## config.mk

```make
export PLATFORM = sky130hd
export DESIGN_NAME = serial_adder_flat
export DESIGN_NICKNAME = d
export VERILOG_FILES = /design/src/rtl/serial_adder_pkg.sv /design/src/rtl/serial_adder_if.sv /design/src/rtl/serial_adder_digit_adder.sv /design/src/rtl/serial_adder.sv /design/src/flat_wrapper.sv
export SDC_FILE = /design/constraint.sdc
export NUM_CORES = 1
export LEC_CHECK = 0
export CAP_MARGIN = 20
export CORE_MARGIN = 1
export CORE_UTILIZATION = 47
export DETAILED_ROUTE_END_ITERATION = 7
export PLACE_DENSITY = 0.78
export REMOVE_ABC_BUFFERS = 1
export SYNTH_ARGS = -nofsm -noshare
export SYNTH_HDL_FRONTEND = slang
export SYNTH_HIERARCHICAL = 1
export SYNTH_SLANG_ARGS = --single-unit
```

## constraint.sdc

```tcl
create_clock -name clk -period 2 [get_ports clk]
set_input_delay 0.3 -clock clk [delete_from_list [all_inputs] [get_ports clk]]
set_output_delay 0.3 -clock clk [all_outputs]
set_load 0.02 [all_outputs]
```

## src/rtl/serial_adder_pkg.sv

```systemverilog
// Shared constants for the serial adder: FSM state encodings, default geometry
// and a counter-width helper.
package serial_adder_pkg;

  localparam logic [1:0] ST_IDLE = 2'd0;
  localparam logic [1:0] ST_RUN  = 2'd1;
  localparam logic [1:0] ST_DONE = 2'd2;

  localparam int DEFAULT_WIDTH = 8;
  localparam int DEFAULT_DIGIT = 2;

  // A single-digit adder still needs a one-bit counter.
  function automatic int cnt_width(input int n);
    return (n > 1) ? $clog2(n) : 1;
  endfunction

endpackage

```

## src/rtl/serial_adder_if.sv

```systemverilog
// Request/result bundle between an ALU sequencer (master) and serial_adder (slave).
// Handshake: start is sampled only while the adder is idle or showing done; operands
// are captured on that edge. done is a one-cycle pulse when sum/cout/overflow become
// valid, and those outputs hold until the next accepted start.
interface serial_adder_if #(
  parameter int WIDTH = 8
);
  logic             start;
  logic             sub;
  logic [WIDTH-1:0] a;
  logic [WIDTH-1:0] b;
  logic             cin;
  logic             busy;
  logic             done;
  logic [WIDTH-1:0] sum;
  logic             cout;
  logic             overflow;

  modport master (
    output start, sub, a, b, cin,
    input  busy, done, sum, cout, overflow
  );

  modport slave (
    input  start, sub, a, b, cin,
    output busy, done, sum, cout, overflow
  );
endinterface

```

## src/rtl/serial_adder_digit_adder.sv

```systemverilog
// DIGIT-wide ripple chain of full adder cells. The carry into the top bit is only
// exported when SERIAL_ADDER_OVERFLOW_EN is defined.
module full_adder (
  input  logic a,
  input  logic b,
  input  logic cin,
  output logic sum,
  output logic cout
);
  assign sum  = a ^ b ^ cin;
  assign cout = (a & b) | (cin & (a ^ b));
endmodule

module digit_adder #(
  parameter int DIGIT = 2
) (
  input  logic [DIGIT-1:0] a,
  input  logic [DIGIT-1:0] b,
  input  logic             cin,
  output logic [DIGIT-1:0] sum,
  output logic             cout
`ifdef SERIAL_ADDER_OVERFLOW_EN
  ,
  output logic             msb_cin
`endif
);
  logic [DIGIT:0] c;

  assign c[0] = cin;

  for (genvar i = 0; i < DIGIT; i++) begin : g_fa
    full_adder u_fa (
      .a   (a[i]),
      .b   (b[i]),
      .cin (c[i]),
      .sum (sum[i]),
      .cout(c[i+1])
    );
  end

  assign cout = c[DIGIT];
`ifdef SERIAL_ADDER_OVERFLOW_EN
  assign msb_cin = c[DIGIT-1];
`endif
endmodule

```

## src/rtl/serial_adder.sv

```systemverilog
// Multi-cycle adder/subtractor processing DIGIT bits per clock with a registered carry.
// Define SERIAL_ADDER_OVERFLOW_EN to build signed-overflow tracking; otherwise overflow is 0.
module serial_adder
  import serial_adder_pkg::*;
#(
  parameter int WIDTH = DEFAULT_WIDTH,
  parameter int DIGIT = DEFAULT_DIGIT
) (
  input  logic                clk,
  input  logic                rst,
  serial_adder_if.slave       bus,
  output logic [1:0]          dbg_state
);
  localparam int N  = WIDTH / DIGIT;
  localparam int CW = cnt_width(N);

  logic [1:0]       state_q, state_d;
  logic [CW-1:0]    cnt_q, cnt_d;
  logic [WIDTH-1:0] a_q, a_d, b_q, b_d, sum_q, sum_d;
  logic             carry_q, carry_d, cout_q, cout_d;
  logic [DIGIT-1:0] dig_sum;
  logic             dig_cout;
  logic [WIDTH-1:0] sum_run;
  logic             last_digit;
`ifdef SERIAL_ADDER_OVERFLOW_EN
  logic             dig_msb_cin;
  logic             ovf_q, ovf_d;
`endif

  digit_adder #(.DIGIT(DIGIT)) u_digit (
    .a   (a_q[DIGIT-1:0]),
    .b   (b_q[DIGIT-1:0]),
    .cin (carry_q),
    .sum (dig_sum),
    .cout(dig_cout)
`ifdef SERIAL_ADDER_OVERFLOW_EN
    ,
    .msb_cin(dig_msb_cin)
`endif
  );

  // New digits enter at the MSB end so the result is aligned after N shifts.
  if (DIGIT == WIDTH) begin : g_sum_full
    assign sum_run = dig_sum;
  end else begin : g_sum_shift
    assign sum_run = {dig_sum, sum_q[WIDTH-1:DIGIT]};
  end

  assign last_digit = (cnt_q == CW'(N - 1));

  always_comb begin
    state_d = state_q;
    cnt_d   = cnt_q;
    a_d     = a_q;
    b_d     = b_q;
    sum_d   = sum_q;
    carry_d = carry_q;
    cout_d  = cout_q;
`ifdef SERIAL_ADDER_OVERFLOW_EN
    ovf_d   = ovf_q;
`endif
    case (state_q)
      ST_IDLE, ST_DONE: begin
        state_d = ST_IDLE;
        if (bus.start) begin
          // Subtraction is A + ~B + ~borrow; cout then reads as "no borrow".
          a_d     = bus.a;
          b_d     = bus.sub ? ~bus.b : bus.b;
          carry_d = bus.sub ? ~bus.cin : bus.cin;
          cnt_d   = '0;
          state_d = ST_RUN;
        end
      end
      ST_RUN: begin
        sum_d   = sum_run;
        a_d     = a_q >> DIGIT;
        b_d     = b_q >> DIGIT;
        carry_d = dig_cout;
        cnt_d   = cnt_q + CW'(1);
        if (last_digit) begin
          state_d = ST_DONE;
          cout_d  = dig_cout;
`ifdef SERIAL_ADDER_OVERFLOW_EN
          ovf_d   = dig_msb_cin ^ dig_cout;
`endif
        end
      end
      default: state_d = ST_IDLE;
    endcase
  end

  always_ff @(posedge clk or posedge rst) begin
    if (rst) begin
      state_q <= ST_IDLE;
      cnt_q   <= '0;
      a_q     <= '0;
      b_q     <= '0;
      sum_q   <= '0;
      carry_q <= 1'b0;
      cout_q  <= 1'b0;
    end else begin
      state_q <= state_d;
      cnt_q   <= cnt_d;
      a_q     <= a_d;
      b_q     <= b_d;
      sum_q   <= sum_d;
      carry_q <= carry_d;
      cout_q  <= cout_d;
    end
  end

`ifdef SERIAL_ADDER_OVERFLOW_EN
  always_ff @(posedge clk or posedge rst) begin
    if (rst) ovf_q <= 1'b0;
    else     ovf_q <= ovf_d;
  end
  assign bus.overflow = ovf_q;
`else
  assign bus.overflow = 1'b0;
`endif

  assign bus.busy = (state_q == ST_RUN);
  assign bus.done = (state_q == ST_DONE);
  assign bus.sum  = sum_q;
  assign bus.cout = cout_q;
  assign dbg_state = state_q;

endmodule

```

## src/flat_wrapper.sv

```systemverilog
// flat-port wrapper written by rule: the top's interface ports become plain ports
module serial_adder_flat import serial_adder_pkg::*;
#(
  parameter int WIDTH = DEFAULT_WIDTH,
  parameter int DIGIT = DEFAULT_DIGIT
)
  (clk, rst, dbg_state, bus_start, bus_sub, bus_a, bus_b, bus_cin, bus_busy, bus_done, bus_sum, bus_cout, bus_overflow);
  serial_adder_if #(.WIDTH(WIDTH)) bus_i ();
  input  logic clk;
  input  logic rst;
  output logic [1:0] dbg_state;
  input wire logic [$bits(bus_i.start)-1:0] bus_start;
  input wire logic [$bits(bus_i.sub)-1:0] bus_sub;
  input wire logic [$bits(bus_i.a)-1:0] bus_a;
  input wire logic [$bits(bus_i.b)-1:0] bus_b;
  input wire logic [$bits(bus_i.cin)-1:0] bus_cin;
  output wire logic [$bits(bus_i.busy)-1:0] bus_busy;
  output wire logic [$bits(bus_i.done)-1:0] bus_done;
  output wire logic [$bits(bus_i.sum)-1:0] bus_sum;
  output wire logic [$bits(bus_i.cout)-1:0] bus_cout;
  output wire logic [$bits(bus_i.overflow)-1:0] bus_overflow;
  assign bus_i.start = bus_start;
  assign bus_i.sub = bus_sub;
  assign bus_i.a = bus_a;
  assign bus_i.b = bus_b;
  assign bus_i.cin = bus_cin;
  assign bus_busy = bus_i.busy;
  assign bus_done = bus_i.done;
  assign bus_sum = bus_i.sum;
  assign bus_cout = bus_i.cout;
  assign bus_overflow = bus_i.overflow;
  serial_adder #(.WIDTH(WIDTH), .DIGIT(DIGIT)) u_core (.clk(clk), .rst(rst), .bus(bus_i), .dbg_state(dbg_state));
endmodule
```

==> flow_summary.html <==
<table>
<tr><th>Metric</th><th>Value</th></tr>
<tr><th colspan="2">Outcome</th></tr>
<tr><td>Run status</td><td>finished, final reports clean</td></tr>
<tr><th colspan="2">CTS</th></tr>
<tr><td>CTS tree</td><td>built</td></tr>
<tr><td>Maximum root-to-sink buffer count</td><td>2</td></tr>
<tr><td>Later-pin clock latency in the skew report</td><td>~0.31 ns</td></tr>
<tr><td>Clock slew at reported path FFs</td><td>0.08 ns</td></tr>
<tr><td>CTS buffer count</td><td>5</td></tr>
<tr><td>Total of cells resized after clock tree synthesis</td><td>0</td></tr>
<tr><td>Clock Root Buffer</td><td>sky130_fd_sc_hd__clkbuf_4</td></tr>
<tr><td>Number of buffers added for setup after CTS</td><td>0</td></tr>
<tr><td>Level count of the clock H-tree</td><td>2</td></tr>
<tr><td>Number of buffers inserted for hold repair after clock tree synthesis</td><td>0</td></tr>
<tr><td>Number of clock sinks</td><td>30</td></tr>
<tr><th colspan="2">Routing</th></tr>
<tr><td>Total vias in the final route</td><td>885</td></tr>
<tr><td>Number of design rule violations left after detail routing</td><td>0</td></tr>
<tr><td>Detailed-route wire length per cell</td><td>between 10 and 15 µm</td></tr>
<tr><td>Met2 layer wire length in the routed design</td><td>1050 µm</td></tr>
<tr><td>Average vias per placed instance</td><td>approximately 5.3</td></tr>
<tr><td>Drt initial violations</td><td>17</td></tr>
<tr><td>Detailed-route wire length on metal 1</td><td>between 1000 and 1500 µm</td></tr>
<tr><td>Sum of met3 wire segment lengths after detailed routing</td><td>158 µm</td></tr>
<tr><td>First-pass iteration count of the detailed router</td><td>4</td></tr>
<tr><td>Wirelength, routed</td><td>approximately 2200 µm</td></tr>
<tr><td>Remaining antenna violation count</td><td>0</td></tr>
<tr><td>Top layer in use</td><td>met4</td></tr>
<tr><th colspan="2">Pwr</th></tr>
<tr><td>Internal portion of total power</td><td>about 0.0017 W</td></tr>
<tr><td>Static power due to leakage</td><td>0.795 nW</td></tr>
<tr><td>Worst IR Drop VDD</td><td>about 1100 µV</td></tr>
<tr><td>Total power density per cell area</td><td>around 1500 nW/µm²</td></tr>
<tr><td>Sw Pwr</td><td>about 0.00097 W</td></tr>
<tr><td>Sequential Power Share</td><td>approximately 40%</td></tr>
<tr><td>Combinational fraction of design power</td><td>48.5%</td></tr>
<tr><td>Post-layout power</td><td>between 0.002 and 0.003 W</td></tr>
<tr><td>Relative contribution of the clock network to total power</td><td>a little under an eighth</td></tr>
<tr><td>Net Sw Frac</td><td>36.0%</td></tr>
<tr><th colspan="2">Synthesis</th></tr>
<tr><td>Synthesis Warnings</td><td>6</td></tr>
<tr><td>Area share of the largest cell type after synthesis</td><td>~55%</td></tr>
<tr><td>Library cell with the largest summed area after synthesis</td><td>sky130_fd_sc_hd__dfrtp_1</td></tr>
<tr><td>Count of state elements after synthesis</td><td>30</td></tr>
<tr><td>Number of instances in the synthesized netlist</td><td>between 100 and 150</td></tr>
<tr><td>Mapped Avg Cell Area</td><td>around 13 µm²</td></tr>
<tr><td>Share of synthesized area occupied by flip-flops and latches</td><td>around 55%</td></tr>
<tr><td>Unique cell type count in the Yosys netlist</td><td>25</td></tr>
<tr><td>Area contributors post-synth</td><td>sky130_fd_sc_hd__dfrtp_1 55%, sky130_fd_sc_hd__mux2_1 7.5%, sky130_fd_sc_hd__a22o_1 7.1%, sky130_fd_sc_hd__a221o_1 5.2%, sky130_fd_sc_hd__xnor2_1 4.5%</td></tr>
<tr><td>Netlist Area Pre-Place</td><td>roughly 1400 µm²</td></tr>
<tr><th colspan="2">Die</th></tr>
<tr><td>Floorplan die height</td><td>roughly 56 µm</td></tr>
<tr><td>Die span in x</td><td>55.7 µm</td></tr>
<tr><td>Placement Rows</td><td>19</td></tr>
<tr><td>I/O pin count</td><td>35</td></tr>
<tr><td>Area enclosed by the die boundary</td><td>about 3100 µm²</td></tr>
<tr><td>Area of the core</td><td>about 2800 µm²</td></tr>
<tr><td>Initial standard-cell utilization of the core</td><td>between 40% and 50%</td></tr>
<tr><th colspan="2">GRT</th></tr>
<tr><td>Remaining Overflow, GRT</td><td>0</td></tr>
<tr><td>Number of global-route vias before repair</td><td>865</td></tr>
<tr><td>Overall global routing resource usage</td><td>around 16%</td></tr>
<tr><td>Maximum number of pins on one net before global-route repair</td><td>31</td></tr>
<tr><td>Antenna violations before repair</td><td>0</td></tr>
<tr><td>Wire length of the first global-routing pass</td><td>between 3000 and 4000 µm</td></tr>
<tr><th colspan="2">STA</th></tr>
<tr><td>Final hold viol count</td><td>0</td></tr>
<tr><td>Worst hold slack after final layout</td><td>0.349 ns</td></tr>
<tr><td>Maximum clock rate</td><td>532 MHz</td></tr>
<tr><td>Setup violators final</td><td>0</td></tr>
<tr><td>Final Critical Period</td><td>between 1.5 and 2 ns</td></tr>
<tr><td>Setup repair after global routing missed its margin</td><td>no</td></tr>
<tr><td>Final period utilization</td><td>between 90% and 100%</td></tr>
<tr><td>Worst Skew</td><td>approximately 0.0031 ns</td></tr>
<tr><td>Final Max Tran Viols</td><td>0</td></tr>
<tr><th colspan="2">Setup path</th></tr>
<tr><td>Setup Crit Path Kind</td><td>reg2out</td></tr>
<tr><td>Worst Path Arrival</td><td>1.58 ns</td></tr>
<tr><td>Worst Setup End Kind</td><td>primary output</td></tr>
<tr><td>Crit start category</td><td>register</td></tr>
<tr><td>Highest net fanout along the worst path</td><td>5</td></tr>
<tr><td>Critical Path RT</td><td>around 1.7 ns</td></tr>
<tr><th colspan="2">Placement</th></tr>
<tr><td>Count of port buffers added during placement</td><td>33</td></tr>
<tr><td>HPWL after detailed placement</td><td>1610 µm</td></tr>
<tr><td>Placer congestion estimate</td><td>roughly 0.72</td></tr>
<tr><td>Total placed instance area</td><td>1700 µm²</td></tr>
<tr><th colspan="2">Finish</th></tr>
<tr><td>Post-route cell area</td><td>approximately 1700 µm²</td></tr>
<tr><td>Share of cells above drive strength 1</td><td>10.2%</td></tr>
<tr><td>Net count of the finished layout</td><td>about 160</td></tr>
<tr><td>Number of filler instances in the final layout</td><td>~230</td></tr>
<tr><td>Signed area change from the synthesized netlist to the final layout</td><td>28.2%</td></tr>
<tr><td>Fin util</td><td>63.1%</td></tr>
<tr><td>Number of diodes added for antenna fixing</td><td>0</td></tr>
<tr><th colspan="2">Min path</th></tr>
<tr><td>Type of the most critical hold path</td><td>in2async</td></tr>
<tr><th colspan="2">Flow run</th></tr>
<tr><td>Maxcap violations</td><td>0</td></tr>
</table>
[per-stage QoR]
stage | cells | TNS, ns | setup WS [ns]
floorplan | 93 | -0.286 | -0.0684
global placement | 161 | 0 | 0.329
detailed placement | 161 | 0 | 0.298
CTS | 168 | 0 | 0.0815
global route | 168 | 0 | 0.0251
finish | 168 | 0 | 0.121
[metal layers]
| layer | track usage [%] | vias up |
|---|---|---|
| met3 | 7.21 | 2 |
| li1 | - | 425 |
| met1 | 19.0 | 422 |
| met2 | 26.7 | 36 |
| met5 | 0 | - |
| met4 | 6.43 | 0 |
[final timing paths]
path / slack [ns] / cells after the start / end / from
setup reg to reg: 0.30 / 3 / u_core/carry_q / u_core/a_q[0]
hold reg to reg: 0.48 / 1 / u_core/a_q[4] / u_core/a_q[4]
hold / removal: 0.35 / 3 / u_core/bus.sum[5] / rst
min in group clk: 0.48 / 1 / u_core/a_q[4] / u_core/a_q[4]
max in group asynchronous: 1.37 / 3 / u_core/b_q[4] / rst
setup / recovery: 0.12 / 2 / bus_busy / u_core/dbg_state[0]
[synthesized netlist by cell type]
master and n:
sky130_fd_sc_hd__dfrtp_1 30, sky130_fd_sc_hd__a22o_1 11, sky130_fd_sc_hd__mux2_1 9, sky130_fd_sc_hd__a221o_1 7, sky130_fd_sc_hd__nor2_1 7, sky130_fd_sc_hd__xnor2_1 7
sky130_fd_sc_hd__a21o_1 6, sky130_fd_sc_hd__buf_6 3, sky130_fd_sc_hd__buf_4 2, sky130_fd_sc_hd__fa_1 2, sky130_fd_sc_hd__nor2b_2 2, sky130_fd_sc_hd__xor2_1 2
sky130_fd_sc_hd__and2_1 1, sky130_fd_sc_hd__buf_1 1, sky130_fd_sc_hd__buf_2 1, sky130_fd_sc_hd__clkbuf_1 1, sky130_fd_sc_hd__conb_1 1, sky130_fd_sc_hd__ha_1 1
sky130_fd_sc_hd__inv_1 1, sky130_fd_sc_hd__inv_2 1, sky130_fd_sc_hd__mux2_2 1, sky130_fd_sc_hd__nand2b_1 1, sky130_fd_sc_hd__nor2_4 1, sky130_fd_sc_hd__nor2b_1 1
sky130_fd_sc_hd__o21ai_1 1
[worst max-delay path: stages, from the launching register on]
cell and delay, ns:
sky130_fd_sc_hd__dfrtp_1 0.41, sky130_fd_sc_hd__nor2b_2 0.22, sky130_fd_sc_hd__clkdlybuf4s50_1 0.63
[cell usage in the layout (no fill, tap or decap), drive strengths merged]
| cell type | count |
|---|---|
| nand2b | 1 |
| mux2 | 10 |
| o21ai | 1 |
| fa | 2 |
| a21o | 6 |
| conb | 1 |
| xnor2 | 7 |
| ha | 1 |
| clkbuf | 7 |
| dfrtp | 30 |
| xor2 | 2 |
| buf | 4 |
| a22o | 11 |
| nor2b | 3 |
| clkdlybuf4s50 | 33 |
| a221o | 7 |
| inv | 2 |
| nor2 | 8 |
| and2 | 1 |
[cells by family after synthesis]
logic type	Yosys count	synth area share, %
flip-flops	30	55.3
AO/OA/AOI/OAI	25	15.9
AND/OR/NAND/NOR	13	5.44
multiplexers	10	8.30
buffers and inverters	10	5.07
XOR/XNOR	9	5.81
adder cells (fa/ha/maj)	3	3.87
other	1	0.276
[state kept, by name, indices dropped and copies added, names as in the netlist]
register          cells
u_core/b_q            8
u_core/a_q            8
u_core/carry_q        1
u_core/cnt_q          2
u_core/bus.sum        8
u_core/dbg_state      2
u_core/bus.cout       1
[final cells by class]
class / instances / area, µm² / area share [%]
Clock buffer: 7 / 45.0 / 2.59
Inverter: 2 / 7.51 / 0.431
Multi-Input combinational cell: 61 / 538 / 30.9
Sequential cell: 30 / 751 / 43.1
Tap cell: 31 / 38.8 / 2.23
Timing Repair Buffer: 37 / 360 / 20.7
[power groups by stage]
stage | sequential, W | clock (W) | combinational, W
after global routing | 0.00111 | 0.000363 | 0.00141
after CTS | 0.00108 | 0.000325 | 0.00132
after detailed placement | 0.00109 | 0 | 0.00131
after global placement | 0.00108 | 0 | 0.00128
after floorplan | 0.00118 | 0 | 0.000708
final | 0.00107 | 0.000312 | 0.00130
(Power assumes the default switching activity.)
